### src/rtl/baw_pkg.sv
// Shared types and constants for the Black-and-White round sequencer.
// State encodings, comparator result codes, card count and card index width.
package baw_pkg;

    localparam int N_CARDS = 9;
    localparam int CARD_W  = 4;
    localparam logic [CARD_W-1:0] ROUND_MAX = CARD_W'(N_CARDS);

    typedef enum logic [2:0] {
        ST_IDLE       = 3'd0,
        ST_LEAD_SEL   = 3'd1,
        ST_FOLLOW_SEL = 3'd2,
        ST_REVEAL     = 3'd3,
        ST_SCORE      = 3'd4,
        ST_CHECK      = 3'd5,
        ST_GAME_OVER  = 3'd6
    } state_t;

    localparam logic [1:0] MR_DRAW   = 2'b00;
    localparam logic [1:0] MR_P1_WIN = 2'b01;
    localparam logic [1:0] MR_P2_WIN = 2'b10;

endpackage

### src/rtl/baw_card_validator.sv
// Combinational card check: a selection is playable when it is one-hot and held.
// Also reports the lowest-index card still held, used for auto-play.
module baw_card_validator
    import baw_pkg::*;
(
    input  logic [N_CARDS-1:0] sw_sel,
    input  logic [N_CARDS-1:0] hand,
    output logic               valid,
    output logic [CARD_W-1:0]  index,
    output logic [CARD_W-1:0]  lowest_held
);

    logic one_hot;

    always_comb begin
        index       = '0;
        lowest_held = '0;
        // Descending scan so the lowest held card is the last one written.
        for (int i = N_CARDS - 1; i >= 0; i--) begin
            if (hand[i])   lowest_held = CARD_W'(i);
            if (sw_sel[i]) index       = CARD_W'(i);
        end
        one_hot = (sw_sel != '0) && ((sw_sel & (sw_sel - 1'b1)) == '0);
        valid   = one_hot && ((sw_sel & hand) != '0);
    end

endmodule

### src/rtl/baw_round_sequencer.sv
// Black-and-White game sequencer: lead/follow card selection, reveal, score pulse, end check.
// Optional selection timeout with auto-play of the lowest held card: BAW_SEL_TIMEOUT_EN.
//
// state      | meaning
// IDLE       | waiting for btn_start after reset
// LEAD_SEL   | match leader selects and confirms a card
// FOLLOW_SEL | other player selects and confirms a card
// REVEAL     | both cards held stable for the comparator, wait for btn_next
// SCORE      | one-cycle score_pulse, round count and leader update
// CHECK      | finish or all cards played -> GAME_OVER, else next match
// GAME_OVER  | game finished, btn_start begins a new one
module baw_round_sequencer
    import baw_pkg::*;
#(
`ifdef BAW_SEL_TIMEOUT_EN
    parameter int unsigned TIMEOUT_CYCLES = 500_000_000
`endif
) (
    input  logic                clk,
    input  logic                reset,
    input  logic                btn_start,
    input  logic                btn_confirm,
    input  logic                btn_next,
    input  logic [N_CARDS-1:0]  sw_sel,
    input  logic [1:0]          match_result,
    input  logic                finish,
    output logic [2:0]          state_o,
    output logic                active_p2,
    output logic                lead_p2,
    output logic [N_CARDS-1:0]  p1_hand,
    output logic [N_CARDS-1:0]  p2_hand,
    output logic [CARD_W-1:0]   p1_card,
    output logic [CARD_W-1:0]   p2_card,
    output logic [CARD_W-1:0]   round_o,
    output logic                score_pulse,
    output logic                sel_error
);

    state_t               state;
    logic [N_CARDS-1:0]   active_hand;
    logic                 sel_valid;
    logic [CARD_W-1:0]    sel_index;
    logic [CARD_W-1:0]    lowest_held;
    logic                 in_sel;
    logic                 timeout;
    logic                 play;
    logic [CARD_W-1:0]    play_idx;
    logic [N_CARDS-1:0]   play_mask;

    assign state_o     = state;
    assign active_hand = active_p2 ? p2_hand : p1_hand;
    assign in_sel      = (state == ST_LEAD_SEL) || (state == ST_FOLLOW_SEL);

    baw_card_validator u_validator (
        .sw_sel      (sw_sel),
        .hand        (active_hand),
        .valid       (sel_valid),
        .index       (sel_index),
        .lowest_held (lowest_held)
    );

`ifdef BAW_SEL_TIMEOUT_EN
    localparam logic [31:0] SEL_LOAD = 32'(TIMEOUT_CYCLES - 1);
    logic [31:0] sel_cnt;

    assign timeout = in_sel && (sel_cnt == '0);

    // Reloaded on every confirm and on every selection entry; expires at terminal count.
    always_ff @(posedge clk or posedge reset) begin
        if (reset)
            sel_cnt <= SEL_LOAD;
        else if (!in_sel || btn_confirm || timeout)
            sel_cnt <= SEL_LOAD;
        else
            sel_cnt <= sel_cnt - 1'b1;
    end
`else
    assign timeout = 1'b0;
`endif

    always_comb begin
        play     = in_sel && btn_confirm && sel_valid;
        play_idx = sel_index;
        if (in_sel && !play && timeout) begin
            play     = 1'b1;
            play_idx = lowest_held;
        end
        play_mask = N_CARDS'(1) << play_idx;
    end

    always_ff @(posedge clk or posedge reset) begin
        if (reset) begin
            state       <= ST_IDLE;
            active_p2   <= 1'b0;
            lead_p2     <= 1'b0;
            p1_hand     <= '1;
            p2_hand     <= '1;
            p1_card     <= '0;
            p2_card     <= '0;
            round_o     <= '0;
            score_pulse <= 1'b0;
            sel_error   <= 1'b0;
        end else begin
            score_pulse <= 1'b0;
            sel_error   <= 1'b0;
            case (state)
                ST_IDLE, ST_GAME_OVER: begin
                    if (btn_start) begin
                        p1_hand   <= '1;
                        p2_hand   <= '1;
                        round_o   <= '0;
                        lead_p2   <= 1'b0;
                        active_p2 <= 1'b0;
                        state     <= ST_LEAD_SEL;
                    end
                end
                ST_LEAD_SEL, ST_FOLLOW_SEL: begin
                    if (play) begin
                        if (active_p2) begin
                            p2_card <= play_idx;
                            p2_hand <= p2_hand & ~play_mask;
                        end else begin
                            p1_card <= play_idx;
                            p1_hand <= p1_hand & ~play_mask;
                        end
                        if (state == ST_LEAD_SEL) begin
                            active_p2 <= ~lead_p2;
                            state     <= ST_FOLLOW_SEL;
                        end else begin
                            state     <= ST_REVEAL;
                        end
                    end else if (btn_confirm) begin
                        sel_error <= 1'b1;
                    end
                end
                ST_REVEAL: begin
                    if (btn_next) begin
                        score_pulse <= 1'b1;
                        state       <= ST_SCORE;
                    end
                end
                ST_SCORE: begin
                    if (round_o != ROUND_MAX)
                        round_o <= round_o + 1'b1;
                    if (match_result == MR_P1_WIN)
                        lead_p2 <= 1'b0;
                    else if (match_result == MR_P2_WIN)
                        lead_p2 <= 1'b1;
                    state <= ST_CHECK;
                end
                ST_CHECK: begin
                    if (finish || round_o == ROUND_MAX) begin
                        state <= ST_GAME_OVER;
                    end else begin
                        active_p2 <= lead_p2;
                        state     <= ST_LEAD_SEL;
                    end
                end
                default: state <= ST_IDLE;
            endcase
        end
    end

endmodule

### config.mk
export PLATFORM = sky130hd
export DESIGN_NAME = baw_round_sequencer
export DESIGN_NICKNAME = d
export VERILOG_FILES = /design/src/rtl/baw_pkg.sv /design/src/rtl/baw_card_validator.sv /design/src/rtl/baw_round_sequencer.sv
export SDC_FILE = /design/constraint.sdc
export NUM_CORES = 1
export LEC_CHECK = 0
export BUFFER_PORTS_ARGS = -buffer_cell sky130_fd_sc_hd__buf_4
export CAP_MARGIN = 15
export CORE_ASPECT_RATIO = 0.5
export CORE_MARGIN = 3
export CORE_UTILIZATION = 35
export DETAILED_ROUTE_END_ITERATION = 8
export GPL_TIMING_DRIVEN = 1
export PLACE_DENSITY = 0.64
export SYNTH_ARGS = -nofsm -noshare
export SYNTH_HDL_FRONTEND = slang
export SYNTH_HIERARCHICAL = 1
export SYNTH_SLANG_ARGS = --single-unit
### constraint.sdc
create_clock -name clk -period 3.5 [get_ports clk]
set_clock_uncertainty 0.1 [all_clocks]
set_input_delay 0.35 -clock clk [delete_from_list [all_inputs] [get_ports clk]]
set_output_delay 0.35 -clock clk [all_outputs]
set_load 0.005 [all_outputs]
=== Word level (Yosys, flattened, before mapping) ===
Cells that the tools add are included.

* Add/sub/neg operators: 2
* $lt $le $gt $ge: 0
* Divide/modulo/power cells: 0
* Multipliers: 0
* Reductions and logical operators: 23
* Bitwise logic cells: 7
* Equality and inequality tests: 19
* Mux-type cells: 39
* Shift operators: 1

{| class="wikitable"
|+ Operator list
! cell !! number
|-
| $mux W9 || 6
|-
| $mux W4 || 11
|-
| $and A9 B9 Y9 || 4
|-
| $pmux W9 S2 || 2
|-
| $reduce_bool A9 Y1 || 2
|-
| $ne A2 B2 Y1 const B || 8
|-
| $pmux W3 S5 || 1
|-
| $reduce_and A3 Y1 || 5
|-
| $mux W1 || 12
|-
| $mux W3 || 4
|-
| $eq A3 B3 Y1 const B || 3
|-
| $logic_not A9 Y1 || 1
|-
| $not A9 Y9 || 1
|-
| $shl A1 B4 Y9 const A || 1
|-
| $sub A9 B1 Y9 const B || 1
|-
| $pmux W4 S2 || 1
|-
| $reduce_and A4 Y1 || 2
|-
| $eq A3 B2 Y1 const B || 2
|-
| $reduce_and A5 Y1 || 1
|-
| $add A4 B1 Y4 const B || 1
|-
| $eq A4 B4 Y1 const B || 1
|-
| $logic_and A1 B1 Y1 || 4
|-
| $ne A4 B4 Y1 const B || 1
|-
| $reduce_bool A2 Y1 || 2
|-
| 11 further kinds || 14
|}

* Memories: 0
* Register bits after elaboration: 37
* Latch bits: 0
* ROM bits: 0
* Bits in writable memories: 0

=== Longest topological paths before layout ===
Gate-level depths: netlist (run 1).

* Depth in word-level cells: 15
* Depth in mapped cells: 10
* Depth with buffers taken out: 9

=== Hierarchy ===
The synthesis (run 1) kept the hierarchy.

{| class="wikitable"
|+ By module, submodules not included
! module !! times used !! area an instance (um^2) !! cells each
|-
| baw_round_sequencer || 1 || 1,958.1 || 185
|-
| baw_card_validator || 1 || 292.8 || 43
|}

=== Worst setup path after synthesis (run 1) ===
No wires, ideal clock.

* Path kind: register -> register
* Start: reg active_p2
* End: reg p2_card[0]
* Arrival time: 2.341 ns
* Path slack: 0.935 ns
* Cell stages (with the launch flop): 11
* Data required time: 3.275 ns
* Clock period less this slack: 2.565 ns
* Library setup time: 0.125 ns
* Cells stage by stage: dfrtp_1 -> buf_2 -> mux2_2 -> a222oi_1 -> nand3_1 -> o22ai_2 -> nor3_2 -> and4b_1 -> and2_1 -> buf_4 -> mux2_2

* Word-level cells in the longest chain between the ends: 6

{| class="wikitable"
|+ Ends and longest elaborated chain
! element !! RTL line !! source
|-
| start: declaration || baw_round_sequencer.sv:28 || <nowiki>output logic active_p2,</nowiki>
|-
| start signal: assignment || baw_round_sequencer.sv:127 || <nowiki>active_p2 <= ~lead_p2;</nowiki>
|-
| start signal: assignment || baw_round_sequencer.sv:155 || <nowiki>active_p2 <= lead_p2;</nowiki>
|-
| $mux W9 || baw_round_sequencer.sv:51 || <nowiki>assign active_hand = active_p2 ? p2_hand : p1_hand;</nowiki>
|-
| named net active_hand[4] || baw_round_sequencer.sv:40 || <nowiki>logic [N_CARDS-1:0] active_hand;</nowiki>
|-
| $and A9 B9 Y9 || baw_card_validator.sv:24 || <nowiki>valid = one_hot && ((sw_sel & hand) != '0);</nowiki>
|-
| $reduce_bool A9 Y1 || baw_card_validator.sv:24 ||
|-
| $logic_and A1 B1 Y1 || baw_card_validator.sv:24 ||
|-
| named net sel_valid || baw_round_sequencer.sv:41 || <nowiki>logic sel_valid;</nowiki>
|-
| $logic_and A1 B1 Y1 || baw_round_sequencer.sv:82 || <nowiki>play = in_sel && btn_confirm && sel_valid;</nowiki>
|-
| $reduce_and A3 Y1 (no line) || - ||
|-
| end signal: assignment || baw_round_sequencer.sv:120 || <nowiki>p2_card <= play_idx;</nowiki>
|-
| end: declaration || baw_round_sequencer.sv:33 || <nowiki>output logic [CARD_W-1:0] p2_card,</nowiki>
|}

The timed path passes the listed nets, and every way through them passes these cells.
A chain may end at the register's enable or synchronous reset.

=== Worst setup path after layout (run 1) ===
* Start: reg active_p2
* End: reg p1_hand[3]

* Word-level cells in the longest chain between the ends: 7
* Elaborated cells between the ends (all ways): 8
* Those cells by class: eq/ne: 2; mux: 1; bitwise: 1; reduce/logical: 4

{| class="wikitable"
|+ Ends and longest elaborated chain
! element !! RTL line !! source
|-
| $mux W9 || baw_round_sequencer.sv:51 ||
|-
| named net active_hand[6] || baw_round_sequencer.sv:40 ||
|-
| $and A9 B9 Y9 || baw_card_validator.sv:24 ||
|-
| $reduce_bool A9 Y1 || baw_card_validator.sv:24 ||
|-
| $logic_and A1 B1 Y1 || baw_card_validator.sv:24 ||
|-
| named net sel_valid || baw_round_sequencer.sv:41 ||
|-
| $logic_and A1 B1 Y1 || baw_round_sequencer.sv:82 ||
|-
| $ne A2 B2 Y1 (no line) || - ||
|-
| $reduce_and A4 Y1 (no line) || - ||
|-
| end signal: assignment || baw_round_sequencer.sv:124 || <nowiki>p1_hand <= p1_hand & ~play_mask;</nowiki>
|-
| end: declaration || baw_round_sequencer.sv:30 || <nowiki>output logic [N_CARDS-1:0] p1_hand,</nowiki>
|}

The timed path passes the listed nets, and every way through them passes these cells.

==> flow_summary.yaml, run 1 <==
clocking:
  htreeDepth: 2
  clock_sinks: 37
  insertion_delay_ns: 0.27
  clock-root-buffer: "clkbuf_16"
  post_cts_resized: 0
  cts_buffers: 5
  path_clk_slew_ns: 0.05
  hold_buffers: 0
  cts_tree: "built"
  clockBufferDepth: 2
  postCtsSetupBuffers: 0
timing:
  grt_setup_unrepaired: "false"
  timing.fmax_mhz: 341.5
  finalCritPeriodShare: 0.8367
  tightest_slew_ns: 0.7312
  slew_violations: 0
  period_minus_slack_ns: 2.928
  setup_viol: 0
  finalSetupTns_ns: 0
  slew_headroom: 0.5125
  report.final.hold_viol_count: 0
detailed_routing:
  routed-via-count: 1862
  postRouteAntennaNets: 0
  vias_per_cell: 5.290
  dr.pass1.iters: 4
  drt_iter0_markers: 92
  wl_per_cell_um: 15.63
  routed_wirelength_mm: 5.503
  drc_errors: 0
power_and_ir_drop:
  powerDensity_nw_per_um2: 669.9
  power_w: 0.001865
  pwr-share-clk: 0.227
  ir_drop_v: 0.0002326
  power_frac_comb: 0.345
  power.leakage_nw: 1.192
  p_switching_w: 0.0006288
  swShare: 0.3371
  p_seq_frac: 0.428
  internal_power_w: 0.001236
global_route:
  grt_pass1_wl_mm: 8.914
  grt_max_degree: 38
  grt_pass1_vias: 1767
  antenna_found_initial: 0
  grtUsageTotal: 0.1536
  overflow: 0
synth:
  syn_nets: 234
  yosysWarningCount: 6
  syn_avg_cell_area_um2: 10.17
  netlist_area_um2: 2176
  synth_cells: 214
finish:
  antennaDiodeCount: 0
  layout-drive-gt1-share: 0.4328
  mostFrequentLayoutCells: "55 x buf_4, 20 x nand2_1, 19 x dfrtp_1, 18 x mux2_2, 18 x dfstp_2"
  syn_to_final_growth_pct: 27.95
  fin_util: 0.4859
  nets: 287
  final_common_cell: "buf_4"
setup_path:
  critPathRequiredTime_ns: 3.59
  worstPathMaxFanout: 23
  crit_type: "reg2reg"
  regToRegStartpoint: "active_p2$_DFFE_PP0P_"
  arrival_ns: 3.02
  reg2reg_slack_ns: 0.57
  r2r_cells: 9
  setup.worst_path.start: "active_p2$_DFFE_PP0P_"
  worstReg2RegEnd: "p1_hand[3]$_DFFE_PP1P_"
  crit_path_end_kind: "flip-flop"
  cp-start-kind: "flip-flop"
die:
  die_x_um: 117.5
  placementRows: 19
  ios: 54
  core_um2: 5729
  dieHeight_um: 61.75
  die_area_um2: 7256
  initial_core_util: 0.3798
placed_design:
  place.gp.congestion: 0.8124
  portBuffers: 53
  post-dp-hpwl_mm: 4.071
outcome:
  outcome: "completed"
flow_run:
  max_cap_viol_count: 0
hold_path:
  min_path_type: "in2async"
-- per-stage QoR --
step	area, um^2	setup slack [ns]	hold slack, ns	std cells
floorplan	2176	0.9744	0.3602	214
global placement	2645	0.6421	0.3795	344
detailed placement	2645	0.6276	0.3810	344
CTS	2784	0.5969	0.09642	352
global route	2784	0.3264	0.1314	352
finish	2784	0.5717	0.07850	352
-- cell type report --
cell class / instances / area (um^2)
inverters: 10 / 37.54
well taps: 84 / 105.1
repair buffers: 55 / 412.9
flip-flops and latches: 37 / 948.4
clock buffers: 6 / 128.9
fillers: 546 / 2945
multi-input cells: 158 / 1141
clock inverters: 2 / 10.01
-- routing by layer --
layer  part of all wire  up-vias  global-route usage  wire length [um]
met5                  0        -                   0                 0
met4              0.011        0             0.04500                60
li1                   -      895                   -                 -
met1               0.48      901              0.2077              2626
met2               0.46       59              0.2639              2528
met3              0.052        7             0.02622               288
-- worst max-delay path, stage by stage (launching register included) --
cell and delay [ns]:
dfrtp_1 0.81, mux2_2 0.30, a22oi_1 0.08, nand3_1 0.10
o22ai_2 0.08, nor3_2 0.39, and4bb_2 0.32, nand2_1 0.14
o41ai_1 0.42, nand2_1 0.09
-- flip-flops by register name, summed over array words and instances, names as in the netlist --
name	cells
round_o	4
active_p2	1
p1_card	4
lead_p2	1
score_pulse	1
sel_error	1
p2_card	4
p2_hand	9
p1_hand	9
state_o	3
-- power groups by stage --
stage | clock, W | combinational, W | sequential [W]
6_report | 0.000424 | 0.000643 | 0.000798
5_1_grt | 0.000454 | 0.000712 | 0.000824
4_1_cts | 0.000433 | 0.000650 | 0.000797
3_5_place_dp | 0 | 0.000647 | 0.000801
3_3_place_gp | 0 | 0.000641 | 0.000798
2_1_floorplan | 0 | 0.000424 | 0.000715
-- worst max-delay path by stage --
stage | to | slack, ns | cells past startpoint
floorplan | p2_card[0]$_DFFE_PP0P_ | 0.97 | 10
global placement | active_p2$_DFFE_PP0P_ | 0.64 | 9
detailed placement | active_p2$_DFFE_PP0P_ | 0.63 | 9
CTS | active_p2$_DFFE_PP0P_ | 0.60 | 9
global route | p2_hand[0]$_DFFE_PP1P_ | 0.33 | 9
finish | p1_hand[3]$_DFFE_PP1P_ | 0.57 | 9
Note: power is estimated with default switching activity, not from simulation.
==> inputs of run 2 (changes only) <==
--- a/config.mk
+++ b/config.mk
@@ -12,7 +12,7 @@
 export CORE_UTILIZATION = 35
 export DETAILED_ROUTE_END_ITERATION = 8
 export GPL_TIMING_DRIVEN = 1
-export PLACE_DENSITY = 0.64
+export PLACE_DENSITY = 0.66
 export SYNTH_ARGS = -nofsm -noshare
 export SYNTH_HDL_FRONTEND = slang
 export SYNTH_HIERARCHICAL = 1
==> constraint.sdc (replaced) <==
create_clock -name clk -period 2.39 [get_ports clk]
set_clock_uncertainty 0.1 [all_clocks]
set_input_delay 0.239 -clock clk [delete_from_list [all_inputs] [get_ports clk]]
set_output_delay 0.239 -clock clk [all_outputs]
set_load 0.005 [all_outputs]
==> run 2 against run 1 <==
Effect of this change:
- the run now ends with setup timing left
- non-clock buffer count is 23 higher
- first-iteration DRC count is 47% higher
- cell area is 12% higher
- combinational power is 93% higher
- register-to-register slack worse by 0.70 ns
- total power is 72% higher
- critical path type unchanged
==> flow_summary.yaml, run 2 (synthesis gave the netlist of run 1 again) <==
setup_path:
  worstReg2RegEnd: "p1_hand[1]$_DFFE_PP1P_"
  crit_type: "reg2reg"
  regToRegStartpoint: "active_p2$_DFFE_PP0P_"
  reg2reg_slack_ns: -0.13
  crit_slowest_cell: "dfrtp_2"
  worstPathMaxFanout: 7
  max_stage_delay_ns: 0.48
  crit_path_end_kind: "flip-flop"
  critPathRequiredTime_ns: 2.49
  cp-start-kind: "flip-flop"
  path_cells: "buf_6, mux2_4, a22oi_2, nand3_1, o22ai_2, nor3_4, and4bb_2, buf_6, nand4b_1, o31ai_2, nand2_1"
  arrival_ns: 2.62
  cp_common_cell: "buf_6"
  r2r_cells: 11
timing:
  period_minus_slack_ns: 2.517
  finalSetupTns_ns: -1.313
  tightest_slew_ns: 0.4744
  finalCritPeriodShare: 1.053
  grt_setup_unrepaired: "true"
  worst_slack_ns: -0.1268
  slew_violations: 0
  report.final.hold_viol_count: 0
  setup_viol: 19
  timing.fmax_mhz: 397.3
  slew_headroom: 0.6837
clocking:
  clock-root-buffer: "clkbuf_16"
  clockBufferDepth: 2
  clock_sinks: 37
  cts_tree: "built"
  insertion_delay_ns: 0.28
  path_clk_slew_ns: 0.06
  htreeDepth: 2
  cts_buffers: 5
detailed_routing:
  routed-via-count: 1970
  vias_per_cell: 5.253
  routed_wirelength_mm: 5.932
  postRouteAntennaNets: 0
  drc_errors: 0
  dr.pass1.iters: 4
  wl_per_cell_um: 15.82
  drt_iter0_markers: 135
finish:
  mostFrequentLayoutCells: "72 x buf_4, 19 x nand2_1, 18 x dfrtp_1, 18 x dfstp_2, 16 x nor2_1"
  design_area_um2: 3129
  final_common_cell: "buf_4"
  instances_no_fill: 375
  fill_cells: 485
  layout-drive-gt1-share: 0.5223
  reg_top3: "p1_hand (9), p2_hand (9)"
  syn_to_final_growth_pct: 43.82
  antennaDiodeCount: 0
  nets: 310
placed_design:
  dp_cells: 365
  dp_slack_ns: -0.1140
  placed_area_um2: 2806
  portBuffers: 53
  place.gp.congestion: 0.8642
  post-dp-hpwl_mm: 4.306
power_and_ir_drop:
  swShare: 0.3183
  p_seq_frac: 0.349
  internal_power_w: 0.002184
  ir_drop_v: 0.0003792
  power.leakage_nw: 1.395
  power_frac_comb: 0.387
  powerDensity_nw_per_um2: 1024
  power_w: 0.003203
  p_switching_w: 0.001020
  pwr-share-clk: 0.264
hold_path:
  whs_endpoint: "sel_error$_DFF_PP0_"
  min_path_type: "in2reg"
  hold_path.startpoint: "btn_confirm"
  hold-path-cell-count: 2
global_route:
  use_met1: 0.2146
  grt_pass1_vias: 1870
  grt_max_degree: 38
  use_met2: 0.2762
  busiest_layer: "met2"
  overflow: 0
  grt_pass1_wl_mm: 9.466
  met3_usage: 0.05063
  grtUsageTotal: 0.1643
  antenna_found_initial: 0
outcome:
  outcome: "complete, but fails checks"
  violations: "setup timing"
die:
  placementRows: 19
  dieHeight_um: 61.75
  die_area_um2: 7256
  die_x_um: 117.5
  core_um2: 5729
  ios: 54
  initial_core_util: 0.3798
flow_run:
  max_cap_viol_count: 0
-- run 2: worst max path at each step --
stage	startpoint	to	slack, ns	depth (start not counted)
after floorplan	active_p2$_DFFE_PP0P_	p2_card[0]$_DFFE_PP0P_	-0.04	10
after global placement	active_p2$_DFFE_PP0P_	p1_card[1]$_DFFE_PP0P_	-0.03	8
after detailed placement	active_p2$_DFFE_PP0P_	p1_hand[1]$_DFFE_PP1P_	-0.11	11
after CTS	active_p2$_DFFE_PP0P_	p1_card[3]$_DFFE_PP0P_	-0.06	8
after global routing	active_p2$_DFFE_PP0P_	p1_hand[2]$_DFFE_PP1P_	-0.23	11
final	active_p2$_DFFE_PP0P_	p1_hand[1]$_DFFE_PP1P_	-0.13	11
-- run 2: worst max-delay path, delay by kind of cell, from the launching register on --
family,cells,cell delay [ns]
flip-flops,1,0.48
AO/OA/AOI/OAI,3,0.46
buffers and inverters,2,0.27
AND/OR/NAND/NOR,5,0.92
multiplexers,1,0.20
-- run 2: metrics by stage --
stage / hold WS [ns] / util
6_report: 0.1731 / 0.5462
5_1_grt: 0.1767 / 0.5462
4_1_cts: 0.1695 / 0.5311
3_5_place_dp: 0.2811 / 0.4898
3_3_place_gp: 0.2691 / 0.4898
2_1_floorplan: 0.2969 / -
-- run 2: routing by layer --
layer,share of wire,up-vias,wire (um)
met2,0.48,62,2820
li1,-,935,-
met1,0.45,971,2652
met3,0.073,2,432
met5,0,-,0
met4,0.0046,0,27
-- run 2: layout make-up --
class / instances / area, um^2 / share of cell area
clock buffer: 5 / 125.1 / 0.03998
multi-input combinational: 158 / 1240 / 0.3962
inverter: 10 / 37.54 / 0.01200
clock inverter: 3 / 65.06 / 0.02079
tap: 84 / 105.1 / 0.03359
sequential: 37 / 949.7 / 0.3035
timing repair buffer: 78 / 606.8 / 0.1939
-- run 2: power by group through the flow --
stage | sequential, W | clock [W] | combinational [W]
finish | 0.00112 | 0.000845 | 0.00124
global route | 0.00115 | 0.000891 | 0.00134
CTS | 0.00111 | 0.000857 | 0.00114
detailed placement | 0.00111 | 0 | 0.00110
global placement | 0.00110 | 0 | 0.00109
floorplan | 0.00105 | 0 | 0.000637
-- run 2: timing repair --
item                                    in CTS  in global routing
resized for setup                           15                 18
buffers inserted                             0                  3
endpoints found under the hold margin       19                  0
pin swaps                                    7                 12
hold buffers                                 1                  0
endpoints found under the setup margin      27                 29
